[src/rtl/phy_pkg.sv]
// Shared link-layer constants and types for the PHY transmit/receive schedulers.
package phy_pkg;

  localparam int unsigned LANE_W         = 8;
  localparam int unsigned BYTES_PER_WORD = 4;
  localparam int unsigned DATA_W         = LANE_W * BYTES_PER_WORD;
  localparam int unsigned WCNT_W         = 16;

  typedef enum logic [1:0] {
    IDLE     = 2'd0,
    SEND     = 2'd1,
    WAIT_LOW = 2'd2
  } state_e;

  // Index width that stays legal for a single-port configuration.
  function automatic int unsigned idx_w(input int unsigned n);
    return (n > 1) ? $clog2(n) : 1;
  endfunction

endpackage

[src/rtl/phy_link_scheduler_rr_arbiter.sv]
// Combinational round-robin arbiter: first requester at or after rr_ptr_i, with wrap.
module rr_arbiter
  import phy_pkg::*;
#(
  parameter  int unsigned NUM_PORTS = 4,
  localparam int unsigned IDX_W     = idx_w(NUM_PORTS)
) (
  input  logic [NUM_PORTS-1:0] req_i,
  input  logic [IDX_W-1:0]     rr_ptr_i,
  output logic [NUM_PORTS-1:0] win_oh_o,
  output logic [IDX_W-1:0]     win_idx_o
);

  int unsigned p;
  logic        found;

  always_comb begin
    win_oh_o  = '0;
    win_idx_o = '0;
    found     = 1'b0;
    p         = 0;
    for (int unsigned i = 0; i < NUM_PORTS; i++) begin
      p = 32'(rr_ptr_i) + i;
      if (p >= NUM_PORTS) p = p - NUM_PORTS;
      if (!found && req_i[IDX_W'(p)]) begin
        found                  = 1'b1;
        win_oh_o[IDX_W'(p)]    = 1'b1;
        win_idx_o              = IDX_W'(p);
      end
    end
  end

endmodule

[src/rtl/phy_link_scheduler.sv]
// Transmit scheduler for one link: round-robin port select, then a four-phase
// req/ack byte serializer (MSB byte first) guarded by an ack-timeout watchdog.
module phy_link_scheduler
  import phy_pkg::*;
#(
  parameter int unsigned NUM_PORTS   = 4,
  parameter int unsigned DATA_W      = 32,
  parameter int unsigned LANE_W      = 8,
  parameter int unsigned ACK_TIMEOUT = 255
) (
  input  logic                        clk,
  input  logic                        rst,
  input  logic [NUM_PORTS-1:0]        req,
  input  logic [NUM_PORTS*DATA_W-1:0] data_in,
  output logic [NUM_PORTS-1:0]        grant,
  output logic                        link_req,
  input  logic                        link_ack,
  output logic [LANE_W-1:0]           serial_data_out,
  output logic                        busy,
  output logic                        timeout_err,
  input  logic                        err_clr,
  output logic [WCNT_W-1:0]           words_sent
);

  localparam int unsigned IDX_W = idx_w(NUM_PORTS);
  localparam int unsigned BC_W  = $clog2(BYTES_PER_WORD);
  localparam int unsigned WD_W  = $clog2(ACK_TIMEOUT + 1);

  state_e              state_q, state_d;
  logic [IDX_W-1:0]    rr_ptr_q, rr_ptr_d;
  logic [IDX_W-1:0]    winner_q, winner_d;
  logic [DATA_W-1:0]   shreg_q, shreg_d;
  logic [LANE_W-1:0]   serial_q, serial_d;
  logic                link_req_q, link_req_d;
  logic [NUM_PORTS-1:0] grant_q, grant_d;
  logic                busy_q, busy_d;
  logic                err_q, err_d;
  logic [WCNT_W-1:0]   words_q, words_d;
  logic [BC_W-1:0]     byte_cnt_q, byte_cnt_d;
  logic [WD_W-1:0]     wd_q, wd_d;

  logic [NUM_PORTS-1:0] win_oh;
  logic [IDX_W-1:0]     win_idx;
  logic [DATA_W-1:0]    cap_word;
  logic [IDX_W-1:0]     next_ptr;
  logic                 wd_expired;
  logic                 abort;

  rr_arbiter #(.NUM_PORTS(NUM_PORTS)) u_arb (
    .req_i     (req),
    .rr_ptr_i  (rr_ptr_q),
    .win_oh_o  (win_oh),
    .win_idx_o (win_idx)
  );

  // Word of the arbitration winner.
  always_comb begin
    cap_word = '0;
    for (int unsigned p = 0; p < NUM_PORTS; p++) begin
      if (win_oh[p]) cap_word = data_in[p*DATA_W +: DATA_W];
    end
  end

  assign next_ptr   = (winner_q == IDX_W'(NUM_PORTS - 1)) ? '0 : winner_q + IDX_W'(1);
  assign wd_expired = (wd_q == WD_W'(ACK_TIMEOUT - 1));

  always_comb begin
    state_d    = state_q;
    rr_ptr_d   = rr_ptr_q;
    winner_d   = winner_q;
    shreg_d    = shreg_q;
    serial_d   = serial_q;
    link_req_d = link_req_q;
    grant_d    = '0;
    words_d    = words_q;
    byte_cnt_d = byte_cnt_q;
    abort      = 1'b0;
    err_d      = err_clr ? 1'b0 : err_q;
    wd_d       = (state_q == IDLE) ? '0 : wd_q + WD_W'(1);

    case (state_q)
      IDLE: begin
        if (|req) begin
          grant_d    = win_oh;
          winner_d   = win_idx;
          serial_d   = cap_word[DATA_W-1 -: LANE_W];
          shreg_d    = cap_word << LANE_W;
          link_req_d = 1'b1;
          byte_cnt_d = '0;
          state_d    = SEND;
        end
      end
      SEND: begin
        if (link_ack) begin
          link_req_d = 1'b0;
          state_d    = WAIT_LOW;
        end else if (wd_expired) begin
          abort = 1'b1;
        end
      end
      WAIT_LOW: begin
        if (!link_ack) begin
          if (byte_cnt_q == BC_W'(BYTES_PER_WORD - 1)) begin
            words_d  = words_q + WCNT_W'(1);
            rr_ptr_d = next_ptr;
            state_d  = IDLE;
          end else begin
            byte_cnt_d = byte_cnt_q + BC_W'(1);
            serial_d   = shreg_q[DATA_W-1 -: LANE_W];
            shreg_d    = shreg_q << LANE_W;
            link_req_d = 1'b1;
            state_d    = SEND;
          end
        end else if (wd_expired) begin
          abort = 1'b1;
        end
      end
      default: state_d = IDLE;
    endcase

    // Watchdog abort drops the word; a pending err_clr loses to the new error.
    if (abort) begin
      link_req_d = 1'b0;
      err_d      = 1'b1;
      rr_ptr_d   = next_ptr;
      state_d    = IDLE;
    end
    if (state_d != state_q) wd_d = '0;
    busy_d = (state_d != IDLE);
  end

  always_ff @(posedge clk or posedge rst) begin
    if (rst) begin
      state_q    <= IDLE;
      rr_ptr_q   <= '0;
      winner_q   <= '0;
      shreg_q    <= '0;
      serial_q   <= '0;
      link_req_q <= 1'b0;
      grant_q    <= '0;
      busy_q     <= 1'b0;
      err_q      <= 1'b0;
      words_q    <= '0;
      byte_cnt_q <= '0;
      wd_q       <= '0;
    end else begin
      state_q    <= state_d;
      rr_ptr_q   <= rr_ptr_d;
      winner_q   <= winner_d;
      shreg_q    <= shreg_d;
      serial_q   <= serial_d;
      link_req_q <= link_req_d;
      grant_q    <= grant_d;
      busy_q     <= busy_d;
      err_q      <= err_d;
      words_q    <= words_d;
      byte_cnt_q <= byte_cnt_d;
      wd_q       <= wd_d;
    end
  end

  assign grant           = grant_q;
  assign link_req        = link_req_q;
  assign serial_data_out = serial_q;
  assign busy            = busy_q;
  assign timeout_err     = err_q;
  assign words_sent      = words_q;

endmodule

[config.mk]
export PLATFORM = sky130hd
export DESIGN_NAME = phy_link_scheduler
export DESIGN_NICKNAME = d
export VERILOG_FILES = /design/src/rtl/phy_pkg.sv /design/src/rtl/phy_link_scheduler_rr_arbiter.sv /design/src/rtl/phy_link_scheduler.sv
export SDC_FILE = /design/constraint.sdc
export NUM_CORES = 1
export LEC_CHECK = 0
export CORE_MARGIN = 2
export CORE_UTILIZATION = 45
export CTS_CLUSTER_DIAMETER = 80
export CTS_CLUSTER_SIZE = 16
export DETAILED_ROUTE_END_ITERATION = 6
export PLACE_DENSITY = 0.78
export SYNTH_ARGS = -nofsm -noshare
export SYNTH_HDL_FRONTEND = slang
export SYNTH_SLANG_ARGS = --single-unit
[constraint.sdc]
create_clock -name clk -period 4.65 [get_ports clk]
set_input_delay 0.93 -clock clk [delete_from_list [all_inputs] [get_ports clk]]
set_output_delay 0.93 -clock clk [all_outputs]
set_load 0.02 [all_outputs]
== Word-level counts from Yosys, hierarchy flattened ==
Cells that the tools add are included.
Widths: inputs -> output; s select.

* Input bits: 136
* Output and inout bits: 31
* Bits in registers: 79
* Word-level logic and storage cells: 150

* Add/subtract/negate cells: 11
* Order comparisons: 12
* Muxes and demuxes: 74
* Bitwise operators: 4
* Eq/ne operators: 14
* Reductions and logical operators: 23

{| class="wikitable"
|+ Operator list
! cell !! number
|-
| $mux 32 || 7
|-
| $pmux 32 s2 || 1
|-
| $mux 2 || 20
|-
| $mux 8 || 5
|-
| $mux 4 || 6
|-
| $mux 1 || 22
|-
| $add 16x1->16 const B || 1
|-
| $pmux 8 s2 || 1
|-
| $lt 2x3->1 const B || 4
|-
| $or 4x4->4 || 3
|-
| $reduce_bool 2->1 || 5
|-
| $ge 3x3->1 const B || 3
|-
| $ne 3x3->1 const B || 3
|-
| $add 8x1->8 const B || 1
|-
| $bmux 1 s2 || 4
|-
| $demux 1 s2 || 4
|-
| $eq 8x8->1 const B || 1
|-
| $ge 2x1->1 const B || 4
|-
| $sub 2x1->2 const B || 4
|-
| $logic_and 1x1->1 || 7
|-
| $add 2x2->3 const B || 2
|-
| $eq 2x2->1 const B || 3
|-
| $pmux 2 s3 || 1
|-
| $reduce_and 3->1 || 2
|-
| 19 further kinds || 24
|}

== Longest topological paths before layout ==
Gate-level depths: netlist of the first run.

* Depth after elaboration: 20
* Depth in mapped cells: 12
* Gate-level depth less buffers: 8

== By module ==
Synthesis of the first run repeated with hierarchy kept, for this count alone.

* Cell total of the unflattened synthesis: 506
* Area total of the unflattened synthesis: 4668.2 um2

{| class="wikitable"
|+ Modules (own cells, without submodules)
! module !! cells an instance !! seq. area each (um2) !! instances !! area each (um2)
|-
| phy_link_scheduler || 460 || 1776.7 || 1 || 4249.1
|-
| rr_arbiter || 46 || 0.0 || 1 || 419.2
|}

== Worst setup path after synthesis of the first run ==
OpenSTA, ideal clock, no wires.

* Path type: reg2reg
* From: register rr_ptr_q[1]
* To: register shreg_q[10]
* Required time: 4.523 ns
* Path slack: 1.404 ns
* Period minus slack after synthesis: 3.246 ns
* Buffers on the path: 4
* Arrival time: 3.119 ns
* Cell stages (with the launch flop): 13
* Setup time: 0.127 ns
* Cells stage by stage: dfrtp_1 clkbuf_1 inv_1 ha_1 buf_4 mux4_2 nor4b_4 nand2_1 and3_1 buf_2 buf_6 a311oi_1 o21ai_1

* Longest elaborated chain between the ends: 20
* Elaborated cells on any way between the ends: 65
* Those cells by class: add/sub: 7; order compare: 12; mux: 33; bitwise: 3; reduce/logical: 10

{| class="wikitable"
|+ RTL lines
! element !! line !! RTL
|-
| from (decl) || phy_link_scheduler.sv:30 || <nowiki>logic [IDX_W-1:0] rr_ptr_q, rr_ptr_d;</nowiki>
|-
| from (signal assigned) || phy_link_scheduler.sv:148 || <nowiki>rr_ptr_q <= rr_ptr_d;</nowiki>
|-
| branches (longest 13 deep; another with $add 2x1->3) || n/a ||
|-
| $mux 4 (*) || phy_link_scheduler_rr_arbiter.sv:25 || <nowiki>if (!found && req_i[IDX_W'(p)]) begin</nowiki>
|-
| $mux 32 (3 in a row) || phy_link_scheduler.sv:60 || <nowiki>if (win_oh[p]) cap_word = data_in[p*DATA_W +: DATA_W];</nowiki>
|-
| $mux 32 (*) || phy_link_scheduler.sv:60 ||
|-
| $mux 32 (*) || phy_link_scheduler.sv:83 || <nowiki>if (|req) begin</nowiki>
|-
| $pmux 32 s2 (*) || phy_link_scheduler.sv:81 || <nowiki>case (state_q)</nowiki>
|-
| to (signal assigned) || phy_link_scheduler.sv:150 || <nowiki>shreg_q <= shreg_d;</nowiki>
|-
| to (decl) || phy_link_scheduler.sv:32 || <nowiki>logic [DATA_W-1:0] shreg_q, shreg_d;</nowiki>
|}

Every way passes the cells marked *. The select of a mux whose other input is x is not followed.
A chain may end at the register's enable or synchronous reset.

== Worst setup path after layout of the first run ==
* From: register rr_ptr_q[0]
* To: register serial_q[1], in the netlist serial_data_out[1]

* Longest elaborated chain between the ends: 20
* Elaborated cells on any way between the ends: 65
* Those cells by class: add/sub: 7; order compare: 12; mux: 33; bitwise: 3; reduce/logical: 10

{| class="wikitable"
|+ RTL lines
! element !! line !! RTL
|-
| branches (longest 13 deep; another with $add 2x1->3) || n/a ||
|-
| $mux 4 (*) || phy_link_scheduler_rr_arbiter.sv:25 ||
|-
| $mux 32 (3 in a row) || phy_link_scheduler.sv:60 ||
|-
| $mux 32 (*) || phy_link_scheduler.sv:60 ||
|-
| $mux 8 (*) || phy_link_scheduler.sv:83 ||
|-
| $pmux 8 s2 (*) || phy_link_scheduler.sv:81 ||
|-
| to (signal assigned) || phy_link_scheduler.sv:151 || <nowiki>serial_q <= serial_d;</nowiki>
|-
| to (decl) || phy_link_scheduler.sv:33 || <nowiki>logic [LANE_W-1:0] serial_q, serial_d;</nowiki>
|}

Marks and branches as above.

==> results of run 1 <==
-- Yosys cell counts (all sizes together), types with 4 or more instances --
library cell	number	area [um2]
nor2b	5	31.3
mux2	4	45.0
inv	47	176
nand3	11	55.1
xnor2	14	123
xor2	8	70.1
nor4	6	37.5
a22oi	9	67.6
nand4	5	31.3
and2	5	31.3
a221oi	24	210
nor2	25	93.8
a21oi	11	55.1
a311oi	9	78.8
ha	16	200
nand2	72	273
clkbuf	26	97.6
a31oi	58	363
nand2b	4	25.0
mux2i	4	40.0
o21ai	74	370
dfrtp	71	1780
mux4	4	90.1
buf	14	104
-- cell families (layout without fill, tap and decap cells) --
logic type | Yosys count | after routing | share of synthesized area, %
flops | 71 | 71 | 37.9
fa+ha+maj | 16 | 16 | 4.27
simple gates | 148 | 148 | 15.0
mux | 12 | 12 | 3.73
xor+xnor | 22 | 22 | 4.11
compound gates | 198 | 198 | 27.0
buf+inv | 87 | 241 | 8.06
-- cell type report --
cell class	count	area share, %
Sequential cell	71	26.7
Clock buffer	11	2.12
Inverter	47	2.65
Tap cell	136	2.55
Clock inverter	5	1.22
Multi-Input combinational cell	396	38.5
Timing Repair Buffer	178	26.3
-- routing by layer --
| layer | vias up | share of wire (%) | global-route usage (%) |
|---|---|---|---|
| li1 | 2308 | - | - |
| met1 | 2328 | 42 | 35.5 |
| met2 | 240 | 48 | 43.9 |
| met3 | 25 | 7.7 | 4.72 |
| met4 | 0 | 2.2 | 9.68 |
| met5 | - | 0 | 0 |
-- registers in the layout (all words and copies together) (netlist names), 2 cells and up --
register         cells
shreg_q             24
words_sent          16
serial_data_out      8
wd_q                 8
grant                4
byte_cnt_q           2
rr_ptr_q             2
state_q              2
winner_q             2
-- path summary, 6_finish.rpt --
path / cells after the start / startpoint / endpoint
setup / recovery: 8 / rr_ptr_q[0] / serial_data_out[1]
max in group asynchronous: 3 / rst / wd_q[7]
min in group asynchronous: 2 / rst / serial_data_out[4]
hold reg to reg: 1 / words_sent[15] / words_sent[15]
setup reg to reg: 8 / rr_ptr_q[0] / serial_data_out[1]
hold / removal: 1 / words_sent[15] / words_sent[15]
-- where the power goes --
group | total [mW] | internal [mW] | switching [mW]
logic | 1.22 | 0.527 | 0.691
clock network | 0.554 | 0.317 | 0.238
registers | 0.888 | 0.784 | 0.104
total | 2.66 | 1.63 | 1.03
-- through the flow --
stage | power [mW] | hold slack [ns] | std cells
floorplan | 1.68 | 0.454 | 554
global placement | 2.06 | 0.460 | 828
detailed placement | 2.10 | 0.461 | 828
CTS | 2.66 | 0.476 | 844
global route | 2.86 | 0.490 | 844
finish | 2.66 | 0.473 | 844
==> out/results.ini, run 1 <==
[hold_path]
hp-class=flip-flop to flip-flop

[run_status]
status=finished, final reports clean

[synth]
synth_nets=706
synth-edff-count=0
synth_flop_cell=dfrtp_1
netlist_area_um2=4690
syn_inst=554
ys_warn_count=0
seq_area_frac_synth_pct=37.9
synth-async-reset-ratio_pct=100
syn_area_per_cell_um2=8.47
ys_types=47
synth.ff_latch_count=71

[critical_path]
critPathTopFamily=simple AND/OR/NAND/NOR gates
worstPathArrival_ns=4.27
crit_chain=inv_1, ha_1, mux4_2, nor4b_4, nand2_2, and2_1, nand2_1, o21ai_0
critPathMaxFanout=24
required_ns=4.86
r2r_slack_ns=0.59
cp.buffers_inverters=1
worstSetupPathType=flip-flop to flip-flop
startpoint_type=flip-flop
cp_slowest_cell=dfrtp_1
slowest_delay_ns=0.72
worst_setup_path_end_kind=flip-flop

[grt]
track_usage_pct=26.7
grt_pass1_vias=4666
grt_pass1_wl_um=23600
antenna_found_initial=0
grt_max_degree=45
grt_overflow_total=0

[clock_tree]
cts_tree=built
cts_max_level=3
cts_setup_buffers=0
cts-root-buf=clkbuf_8
clk_latency_ns=0.36
postCtsHoldBufs=0
clk_path_buf_depth=2
clk_pin_slew_ns=0.08
postCtsResizedCells=0
numCtsBuffers=9
cts_sinks=71

[floorplanning]
io_pins=167
dieArea_um2=11300
die_y_um=106
die_x_um=106
start_util_pct=45.8
row_count=37
core_area_um2=10200

[sta]
maxSlewHeadroom_pct=36.5
fin_skew_ns=0.0112
hold_violations=0
setup_slack_ns=0.592
worstMarginPinSlew_ns=0.951
fmax_mhz=246
setup_tns_ns=0
grt_setup_unrepaired=false
slew_viol_final=0
finalCritPeriodShare_pct=87.3
min_period_ns=4.06
finalSetupViolations=0

[routing]
drtIter0Drc=332
routed_wl_um=14800
wire_per_inst_um=17.5
vias_per_cell=5.81
postRouteAntennaNets=0
drc=0
firstDrtPassIters=5
vias=4901

[cells_and_area]
utilization_pct=65.1
regArea_um2=1780
fillers=867
insertedDiodeCount=0
area_growth_pct=42.0
multi_input_area_um2=2560
layout-drive-gt1-share_pct=6.50
final_common_cell=clkdlybuf4s50_1
final_cell_mix=clkdlybuf4s50_1 (166), nand2_1 (71), dfrtp_1 (71)
nNetsFinal=855
final_area_um2=6660

[power]
leakage_nw=2.72
ir_drop_uv=186
power_density_nw_per_um2=399

[run]
maxCapViolCount=0

[place]
place_hpwl_um=10800
dpl_cell_area_um2=6440
numPortBuffers=166
gp_congestion=0.911
place_ws_ns=0.615

Note: power is estimated with default switching activity, not from simulation.
==> run 2: changes to the inputs <==
--- a/config.mk
+++ b/config.mk
@@ -5,7 +5,7 @@
 export SDC_FILE = /design/constraint.sdc
 export NUM_CORES = 1
 export LEC_CHECK = 0
-export CORE_MARGIN = 2
+export CORE_MARGIN = 10
 export CORE_UTILIZATION = 45
 export CTS_CLUSTER_DIAMETER = 80
 export CTS_CLUSTER_SIZE = 16
==> run 2 against run 1 <==
Net effect:
- flip-flop and latch count did not move
- worst setup slack got worse by 0.012 ns
- combinational power about the same
- via count rose by 0.35%
- sequential power about the same
- worst hold slack improved by 0.0069 ns
- utilization fell by 0.31 points
- cell count unchanged
- non-clock buffer count unchanged
- design area decreased by 0.47%
- clock skew increased by 0.0056 ns
- clock power decreased by 10%
==> out/results.ini, run 2 (synthesis results as in run 1) <==
[routing]
postRouteAntennaNets=0  ; unchanged
drtIter0Drc=473  ; was 332
wire_per_inst_um=19.6  ; was 17.5 um
vias_per_cell=5.83  ; was 5.81
vias=4918  ; was 4,901
drc=0  ; unchanged
firstDrtPassIters=5  ; unchanged
routed_wl_um=16600  ; was 14,800 um

[clock_tree]
cts_max_level=3  ; unchanged
numCtsBuffers=9  ; unchanged
clk_pin_slew_ns=0.08  ; about the same
cts-root-buf=clkbuf_8  ; unchanged
cts_sinks=71  ; unchanged
postCtsResizedCells=0  ; unchanged
cts_setup_buffers=0  ; unchanged
cts_tree=built  ; unchanged
clk_path_buf_depth=2  ; unchanged
clk_latency_ns=0.34  ; was 0.36 ns
postCtsHoldBufs=0  ; unchanged

[sta]
slew_viol_final=0  ; unchanged
setup_slack_ns=0.580  ; was 0.592 ns
fin_skew_ns=0.0169  ; was 0.0112 ns
fmax_mhz=246  ; about the same
min_period_ns=4.07  ; was 4.06 ns
grt_setup_unrepaired=false  ; unchanged
finalCritPeriodShare_pct=87.5  ; was 87.3%
finalSetupViolations=0  ; unchanged
hold_ws_ns=0.480  ; was 0.473 ns
worstMarginPinSlew_ns=1.05  ; was 0.951 ns
maxSlewHeadroom_pct=30.1  ; was 36.5%
setup_tns_ns=0  ; unchanged
hold_violations=0  ; unchanged

[grt]
grt_overflow_total=0  ; unchanged
grt_max_degree=50  ; was 45
track_usage_pct=21.4  ; was 26.7%
antenna_found_initial=0  ; unchanged
grt_pass1_wl_um=25900  ; was 23,600 um
grt_pass1_vias=4968  ; was 4,666

[critical_path]
worstPathArrival_ns=4.26  ; was 4.27 ns
worstSetupPathType=flip-flop to flip-flop  ; unchanged
crit_chain=inv_1, ha_1, mux4_2, nor4b_4, nand2_2, and2_1, nand2_1, o21ai_0  ; unchanged
critPathMaxFanout=24  ; unchanged
slowest_delay_ns=0.70  ; was 0.72 ns
cp_slowest_cell=dfrtp_1  ; unchanged
required_ns=4.84  ; was 4.86 ns
worst_setup_path_end_kind=flip-flop  ; unchanged
startpoint_type=flip-flop  ; unchanged

[power]
power_density_nw_per_um2=394  ; was 399 nW/um2
leakage_nw=2.70  ; was 2.72 nW
ir_drop_uv=204  ; was 186 uV
power_mw=2.61  ; was 2.66 mW

[floorplanning]
die_x_um=122  ; was 106 um
io_pins=167  ; unchanged
row_count=37  ; unchanged
dieArea_um2=14900  ; was 11,300 um2
start_util_pct=45.8  ; unchanged
core_area_um2=10200  ; unchanged
die_y_um=122  ; was 106 um

[place]
dp.cells=828  ; unchanged
gp_congestion=0.963  ; was 0.911
place_hpwl_um=12500  ; was 10,800 um
place_ws_ns=0.618  ; was 0.615 ns
numPortBuffers=166  ; unchanged
dpl_cell_area_um2=6440  ; unchanged

[cells_and_area]
nNetsFinal=855  ; unchanged
final_common_cell=clkdlybuf4s50_1  ; unchanged
fin_cells=844  ; unchanged
final_area_um2=6630  ; was 6660 um2
final_cell_mix=clkdlybuf4s50_1 (166), nand2_1 (71), dfrtp_1 (71)  ; unchanged
layout-drive-gt1-share_pct=6.21  ; was 6.50%
utilization_pct=64.8  ; was 65.1%
largest_register_ffs=24  ; unchanged
regMostFlops=shreg_q  ; unchanged
area_growth_pct=41.4  ; was 42.0%
insertedDiodeCount=0  ; unchanged

[run]
maxCapViolCount=0  ; unchanged

[hold_path]
hp-class=flip-flop to flip-flop  ; unchanged

[run_status]
status=finished, final reports clean  ; unchanged

[run 2: cell count changes in the layout (fill, tap and decap cells not counted)]
cell	delta
bufinv_16	-1
clkinv_4	-1
clkbuf_1	+2
[run 2: critical path: cells and delay by family, from the launching register on]
kind	cells	cell delay, ns
mux	1	0.68
flops	1	0.70
compound gates	1	0.24
buf+inv	1	0.26
fa+ha+maj	1	0.57
simple gates	4	1.46
[run 2: layout make-up]
| class | count | area, um2 |
|---|---|---|
| fillers | 835 | 3600 |
| multi-input cells | 396 | 2560 |
| flip-flops and latches | 71 | 1780 |
| repair buffers | 178 | 1750 |
| inverters | 47 | 176 |
| well taps | 136 | 170 |
| clock buffers | 13 | 149 |
| clock inverters | 3 | 42.5 |
[run 2: power breakdown]
group	total (mW)	leakage (nW)	internal, mW	switching (mW)
Combinational	1.23	1.69	0.527	0.701
Sequential	0.889	0.920	0.784	0.105
Clock	0.498	0.0936	0.263	0.235
Total	2.61	2.70	1.57	1.04
[run 2: layer usage]
metal | global-route usage [%] | up-vias | wire length, um
met2 | 35.6 | 227 | 8110
met5 | 0 | - | 0
li1 | - | 2312 | -
met4 | 6.26 | 0 | 268
met1 | 28.0 | 2362 | 7080
met3 | 3.75 | 17 | 1100
[run 2: final timing paths]
check | depth (start not counted) | slack, ns | end | from
max | 8 | 0.58 | shreg_q[23] | rr_ptr_q[0]
min | 1 | 0.48 | words_sent[15] | words_sent[15]
max reg2reg | 8 | 0.58 | shreg_q[23] | rr_ptr_q[0]
min reg2reg | 1 | 0.48 | words_sent[15] | words_sent[15]
max in group asynchronous | 3 | 2.71 | wd_q[2] | rst
min in group asynchronous | 2 | 1.17 | serial_data_out[4] | rst
